[config.mk]
export PLATFORM = sky130hd
export DESIGN_NAME = poly_job_arbiter
export DESIGN_NICKNAME = d
export VERILOG_FILES = /design/src/rtl/poly_job_arbiter.sv
export SDC_FILE = /design/constraint.sdc
export NUM_CORES = 1
export LEC_CHECK = 0
export BUFFER_PORTS_ARGS = -buffer_cell sky130_fd_sc_hd__buf_4
export CAP_MARGIN = 20
export CORE_ASPECT_RATIO = 1.4
export CORE_MARGIN = 1.5
export CORE_UTILIZATION = 51
export CTS_CLUSTER_DIAMETER = 150
export DETAILED_ROUTE_END_ITERATION = 16
export PLACE_DENSITY_LB_ADDON = 0.1
export SLEW_MARGIN = 0
export SYNTH_ARGS = -nofsm -noshare
export SYNTH_HDL_FRONTEND = slang
export SYNTH_SLANG_ARGS = --single-unit
[constraint.sdc]
create_clock -name clk -period 2.9 [get_ports clk]
set_clock_uncertainty 0.05 [all_clocks]
set_input_delay 0.29 -clock clk [delete_from_list [all_inputs] [get_ports clk]]
set_output_delay 0.29 -clock clk [all_outputs]
set_load 0.1 [all_outputs]
[src/rtl/poly_job_arbiter.sv]
`default_nettype none
// ============================================================================
// Module   : poly_job_arbiter
// Brief    : Two-requester round-robin job controller sequencing a shared
//            polynomial datapath to compute A*x^2 + B*x + C.
// Revision : 1.0 - initial release
// ============================================================================
module poly_job_arbiter #(
    parameter int W = 8
) (
    input  logic           clk,
    input  logic           resetn,
    input  logic [1:0]     req_i,
    input  logic [4*W-1:0] job0_i,
    input  logic [4*W-1:0] job1_i,
    output logic [1:0]     ack_o,
    output logic [1:0]     done_o,
    output logic [W-1:0]   result_o,
    output logic           busy_o,
    output logic           ld_a,
    output logic           ld_b,
    output logic           ld_c,
    output logic           ld_x,
    output logic           ld_r,
    output logic           ld_alu_out,
    output logic [1:0]     alu_select_a,
    output logic [1:0]     alu_select_b,
    output logic           alu_op,
    output logic [W-1:0]   data_in,
    input  logic [W-1:0]   data_result
);

    typedef enum logic [3:0] {
        S_IDLE = 4'd0,
        S_LD_A = 4'd1,
        S_LD_B = 4'd2,
        S_LD_C = 4'd3,
        S_LD_X = 4'd4,
        S_CYC0 = 4'd5,
        S_CYC1 = 4'd6,
        S_CYC2 = 4'd7,
        S_CYC3 = 4'd8,
        S_CYC4 = 4'd9,
        S_RESP = 4'd10
    } state_t;

    localparam logic [1:0] c_SEL_A = 2'd0;
    localparam logic [1:0] c_SEL_B = 2'd1;
    localparam logic [1:0] c_SEL_C = 2'd2;
    localparam logic [1:0] c_SEL_X = 2'd3;
    localparam logic       c_OP_ADD = 1'b0;
    localparam logic       c_OP_MUL = 1'b1;

    state_t         r_state;
    logic           r_last_grant;
    logic           r_owner;
    logic [W-1:0]   r_hold_b;
    logic [W-1:0]   r_hold_c;
    logic [W-1:0]   r_hold_x;
    logic [W-1:0]   r_result;
    logic [1:0]     r_done;
    logic           r_busy;
    logic           r_ld_a, r_ld_b, r_ld_c, r_ld_x, r_ld_r, r_ld_alu_out;
    logic [1:0]     r_sel_a, r_sel_b;
    logic           r_op;
    logic [W-1:0]   r_data_in;

    logic           w_any_req;
    logic           w_grant_idx;
    logic [4*W-1:0] w_job;

    // A tie goes to whichever requester was not served last.
    assign w_any_req   = |req_i;
    assign w_grant_idx = (req_i == 2'b11) ? ~r_last_grant : req_i[1];
    assign w_job       = w_grant_idx ? job1_i : job0_i;

    assign ack_o = (r_state == S_IDLE && w_any_req) ?
                   (w_grant_idx ? 2'b10 : 2'b01) : 2'b00;

    // The datapath result lands on the RESP edge, so bypass it during RESP
    // and hold the registered copy afterwards.
    assign result_o = (r_state == S_RESP) ? data_result : r_result;

    assign done_o       = r_done;
    assign busy_o       = r_busy;
    assign ld_a         = r_ld_a;
    assign ld_b         = r_ld_b;
    assign ld_c         = r_ld_c;
    assign ld_x         = r_ld_x;
    assign ld_r         = r_ld_r;
    assign ld_alu_out   = r_ld_alu_out;
    assign alu_select_a = r_sel_a;
    assign alu_select_b = r_sel_b;
    assign alu_op       = r_op;
    assign data_in      = r_data_in;

    // Controls are registered with the value belonging to the state entered.
    always_ff @(posedge clk or negedge resetn) begin
        if (!resetn) begin
            r_state      <= S_IDLE;
            r_last_grant <= 1'b1;
            r_owner      <= 1'b0;
            r_hold_b     <= '0;
            r_hold_c     <= '0;
            r_hold_x     <= '0;
            r_result     <= '0;
            r_done       <= 2'b00;
            r_busy       <= 1'b0;
            r_ld_a       <= 1'b0;
            r_ld_b       <= 1'b0;
            r_ld_c       <= 1'b0;
            r_ld_x       <= 1'b0;
            r_ld_r       <= 1'b0;
            r_ld_alu_out <= 1'b0;
            r_sel_a      <= c_SEL_A;
            r_sel_b      <= c_SEL_A;
            r_op         <= c_OP_ADD;
            r_data_in    <= '0;
        end else begin
            r_done       <= 2'b00;
            r_ld_a       <= 1'b0;
            r_ld_b       <= 1'b0;
            r_ld_c       <= 1'b0;
            r_ld_x       <= 1'b0;
            r_ld_r       <= 1'b0;
            r_ld_alu_out <= 1'b0;
            r_sel_a      <= c_SEL_A;
            r_sel_b      <= c_SEL_A;
            r_op         <= c_OP_ADD;
            r_data_in    <= '0;
            case (r_state)
                S_IDLE: begin
                    if (w_any_req) begin
                        r_state      <= S_LD_A;
                        r_owner      <= w_grant_idx;
                        r_last_grant <= w_grant_idx;
                        r_busy       <= 1'b1;
                        r_ld_a       <= 1'b1;
                        {r_data_in, r_hold_b, r_hold_c, r_hold_x} <= w_job;
                    end
                end
                S_LD_A: begin
                    r_state   <= S_LD_B;
                    r_ld_b    <= 1'b1;
                    r_data_in <= r_hold_b;
                end
                S_LD_B: begin
                    r_state   <= S_LD_C;
                    r_ld_c    <= 1'b1;
                    r_data_in <= r_hold_c;
                end
                S_LD_C: begin
                    r_state   <= S_LD_X;
                    r_ld_x    <= 1'b1;
                    r_data_in <= r_hold_x;
                end
                S_LD_X, S_CYC0: begin
                    r_state      <= (r_state == S_LD_X) ? S_CYC0 : S_CYC1;
                    r_ld_a       <= 1'b1;
                    r_ld_alu_out <= 1'b1;
                    r_sel_a      <= c_SEL_A;
                    r_sel_b      <= c_SEL_X;
                    r_op         <= c_OP_MUL;
                end
                S_CYC1: begin
                    r_state      <= S_CYC2;
                    r_ld_b       <= 1'b1;
                    r_ld_alu_out <= 1'b1;
                    r_sel_a      <= c_SEL_B;
                    r_sel_b      <= c_SEL_X;
                    r_op         <= c_OP_MUL;
                end
                S_CYC2: begin
                    r_state      <= S_CYC3;
                    r_ld_b       <= 1'b1;
                    r_ld_alu_out <= 1'b1;
                    r_sel_a      <= c_SEL_B;
                    r_sel_b      <= c_SEL_C;
                    r_op         <= c_OP_ADD;
                end
                S_CYC3: begin
                    r_state <= S_CYC4;
                    r_ld_r  <= 1'b1;
                    r_sel_a <= c_SEL_A;
                    r_sel_b <= c_SEL_B;
                    r_op    <= c_OP_ADD;
                end
                S_CYC4: begin
                    r_state <= S_RESP;
                    r_done  <= r_owner ? 2'b10 : 2'b01;
                end
                S_RESP: begin
                    r_state  <= S_IDLE;
                    r_busy   <= 1'b0;
                    r_result <= data_result;
                end
                default: begin
                    r_state <= S_IDLE;
                    r_busy  <= 1'b0;
                end
            endcase
        end
    end

endmodule
`default_nettype wire

==> flow_summary.yaml <==
timing:
  layout_min_cycle_time_ns: 2.551
  rsz0062_at_grt: "no"
  setup_violations: 0
  fin_crit_sh: 0.8798
  slew_viol_final: 0
  fmax_ghz: 0.3920
  setup_tns_ns: 0
  worst_pin_slew_ns: 0.6949
  finalHoldViolations: 0
  slew_headroom: 0.5367
flow_run:
  cap_viol_max_count: 0
pwr:
  leakage_nw: 1.773
  power.density_nw_per_um2: 1326
  ir_drop_mv: 0.5184
clocking:
  root_buffer: "clkbuf_8"
  hold_buffers: 1
  cts_tree: "yes"
  clockBufferDepth: 2
  clock_sinks: 59
  clock_latency_ns: 0.33
  htreeDepth: 3
  cts_setup_buffers: 0
  clk_pin_slew_worst_paths_ns: 0.07
  cts_resized: 0
  cts_buffers: 9
die:
  io_pins: 108
  rows: 30
  die_height_microns: 87.65
  core_area_sq_um: 4880
  start_util: 0.5349
  fp.dieW_microns: 63.46
  die_area_sq_um: 5562
layout:
  drive_gt1_frac: 0.4371
  fillers: 367
  areaGrowthSynthToFinish_pct: 37.44
  antenna_cells: 0
  fin_nets: 389
  fin_cells: 382
setup_path:
  worstPathMaxFanout: 10
  crit_type: "reg -> out"
  worst_ep_arrival_time_ns: 2.21
  cp-end-kind: "output pin"
  start_kind: "flip-flop"
  cp.required_ns: 2.56
grt:
  grt_overflow: 0
  use_met2: 0.4010
  grt_max_degree: 60
  use_met3: 0.05784
  grt_pass1_wl_mm: 9.522
  gr-usage-met1: 0.2570
  grt_pass1_vias: 2112
  antenna_found_initial: 0
  grt_busiest_layer: "met2"
  grtUsageTotal: 0.2240
routing:
  drc: 0
  wl_mm: 6.015
  dr.pass1.iters: 5
  viasPerCell: 5.594
  initialDrtViolationCount: 69
  wl_per_cell_microns: 15.75
  ant_nets: 0
  vias: 2137
logic_synthesis:
  ys_types: 29
  ys_warn_count: 0
  syn-cell-area_sq_um: 2610
  seq_area_frac_synth: 0.5662
  synth-seq-cells: 59
  syn_area_per_cell_sq_um: 12.25
  syn-instance-count: 213
  synth_nets: 289
min_path:
  hp-class: "in -> reg"
placement:
  dp_hpwl_mm: 4.362
  finalWeightedCongestion: 0.8125
  port_buffers: 106
  dpl.cell_count: 365
run_status:
  status: "completed"
[power by group]
part           internal, mW  switching (mW)  leakage, nW
Sequential             1.18           0.191        0.748
Clock                 0.353           0.312       0.0884
Combinational         0.819            1.90        0.937
[sequential cells by signal, indices dropped and copies added, names as in the netlist, 2 cells and up]
signal        flops
r_hold_b          8
r_state           4
data_in           8
r_hold_x          8
r_result          8
r_hold_c          8
done_o            2
alu_select_b      2
[per-stage QoR]
step / hold WS, ns / util / cell area (sq um) / worst slack, ns / power [mW]
floorplan: -0.05559 / - / 2610 / 0.8827 / 3.537
global placement: 0.3357 / 0.6962 / 3397 / 0.7530 / 4.049
detailed placement: 0.3397 / 0.6962 / 3397 / 0.6869 / 4.111
CTS: 0.1203 / 0.7351 / 3587 / 0.3231 / 4.786
global route: 0.1245 / 0.7351 / 3587 / 0.1979 / 5.011
finish: 0.1331 / 0.7351 / 3587 / 0.3487 / 4.755
[cells in the mapped netlist, drive strengths merged]
cell type	count	area share
nor3	1	0.0038
a21boi	24	0.069
o22ai	1	0.0024
a211oi	9	0.026
dfrtp	58	0.56
a21oi	9	0.017
inv	5	0.0072
nand2b	2	0.0048
nor4	2	0.011
and2	1	0.0024
conb	1	0.0014
and4	1	0.0034
buf	18	0.041
clkbuf	5	0.0072
mux2	8	0.035
and3	2	0.0048
a21o	2	0.0058
nor2	4	0.0058
a221o	32	0.12
nand2	11	0.016
mux2i	8	0.031
o21ai	5	0.0096
or2	2	0.0048
nor3b	1	0.0029
dfstp	1	0.010
[cell usage in the layout (no fill, tap or decap), types with 2 or more instances in the layout]
cell and count:
a21o_1 2, nor2_1 4, clkinv_2 2, buf_4 111
clkbuf_8 11, inv_1 5, a221o_1 32, a21boi_0 23
a211oi_1 9, o21ai_0 5, nand2b_1 2, mux2_2 8
mux2i_1 8, nand2_1 11, and3_1 2, clkinvlp_4 2
dfrtp_1 58, or2_2 2, a21oi_1 9
[final cells by class]
class                   instances  area (sq um)  share of cell area
repair buffers                112         843.3              0.2351
clock inverters                 4         25.02            0.006976
flip-flops and latches         59          1478              0.4119
multi-input cells             126         987.2              0.2752
well taps                      64         80.08             0.02232
inverters                       5         18.77            0.005232
clock buffers                  12         155.1             0.04325
[cell families (layout without fill, tap and decap cells)]
kind of cell | count (synthesis) | count (layout) | share of synthesized area
mux | 16 | 16 | 0.06520
flops | 59 | 59 | 0.5662
buf+inv | 28 | 133 | 0.05561
other cells | 1 | 1 | 0.001437
simple gates | 27 | 27 | 0.05897
compound gates | 82 | 82 | 0.2526
[layer usage]
layer	wire length (microns)	share of wire
met1	2363	0.39
met4	54	0.0090
met5	0	0
met2	3269	0.54
met3	327	0.054
[worst max-delay path, stage by stage (launching register included)]
cell and delay [ns]:
dfrtp_1 0.53, inv_1 0.13, nor3_2 0.56, mux2_2 0.42
buf_4 0.24
[worst paths after layout]
path | end | cells after the start | start | slack, ns
setup / recovery | result_o[3] | 4 | r_state[3] | 0.35
hold / removal | data_in[4] | 2 | job1_i[28] | 0.13
setup reg to reg | data_in[6] | 4 | r_state[3] | 0.85
hold reg to reg | done_o[0] | 1 | r_owner | 0.41
max in group asynchronous | r_hold_x[1] | 2 | resetn | 1.84
min in group asynchronous | alu_select_a[0] | 2 | resetn | 0.50
Note: power is estimated with default switching activity, not from simulation.
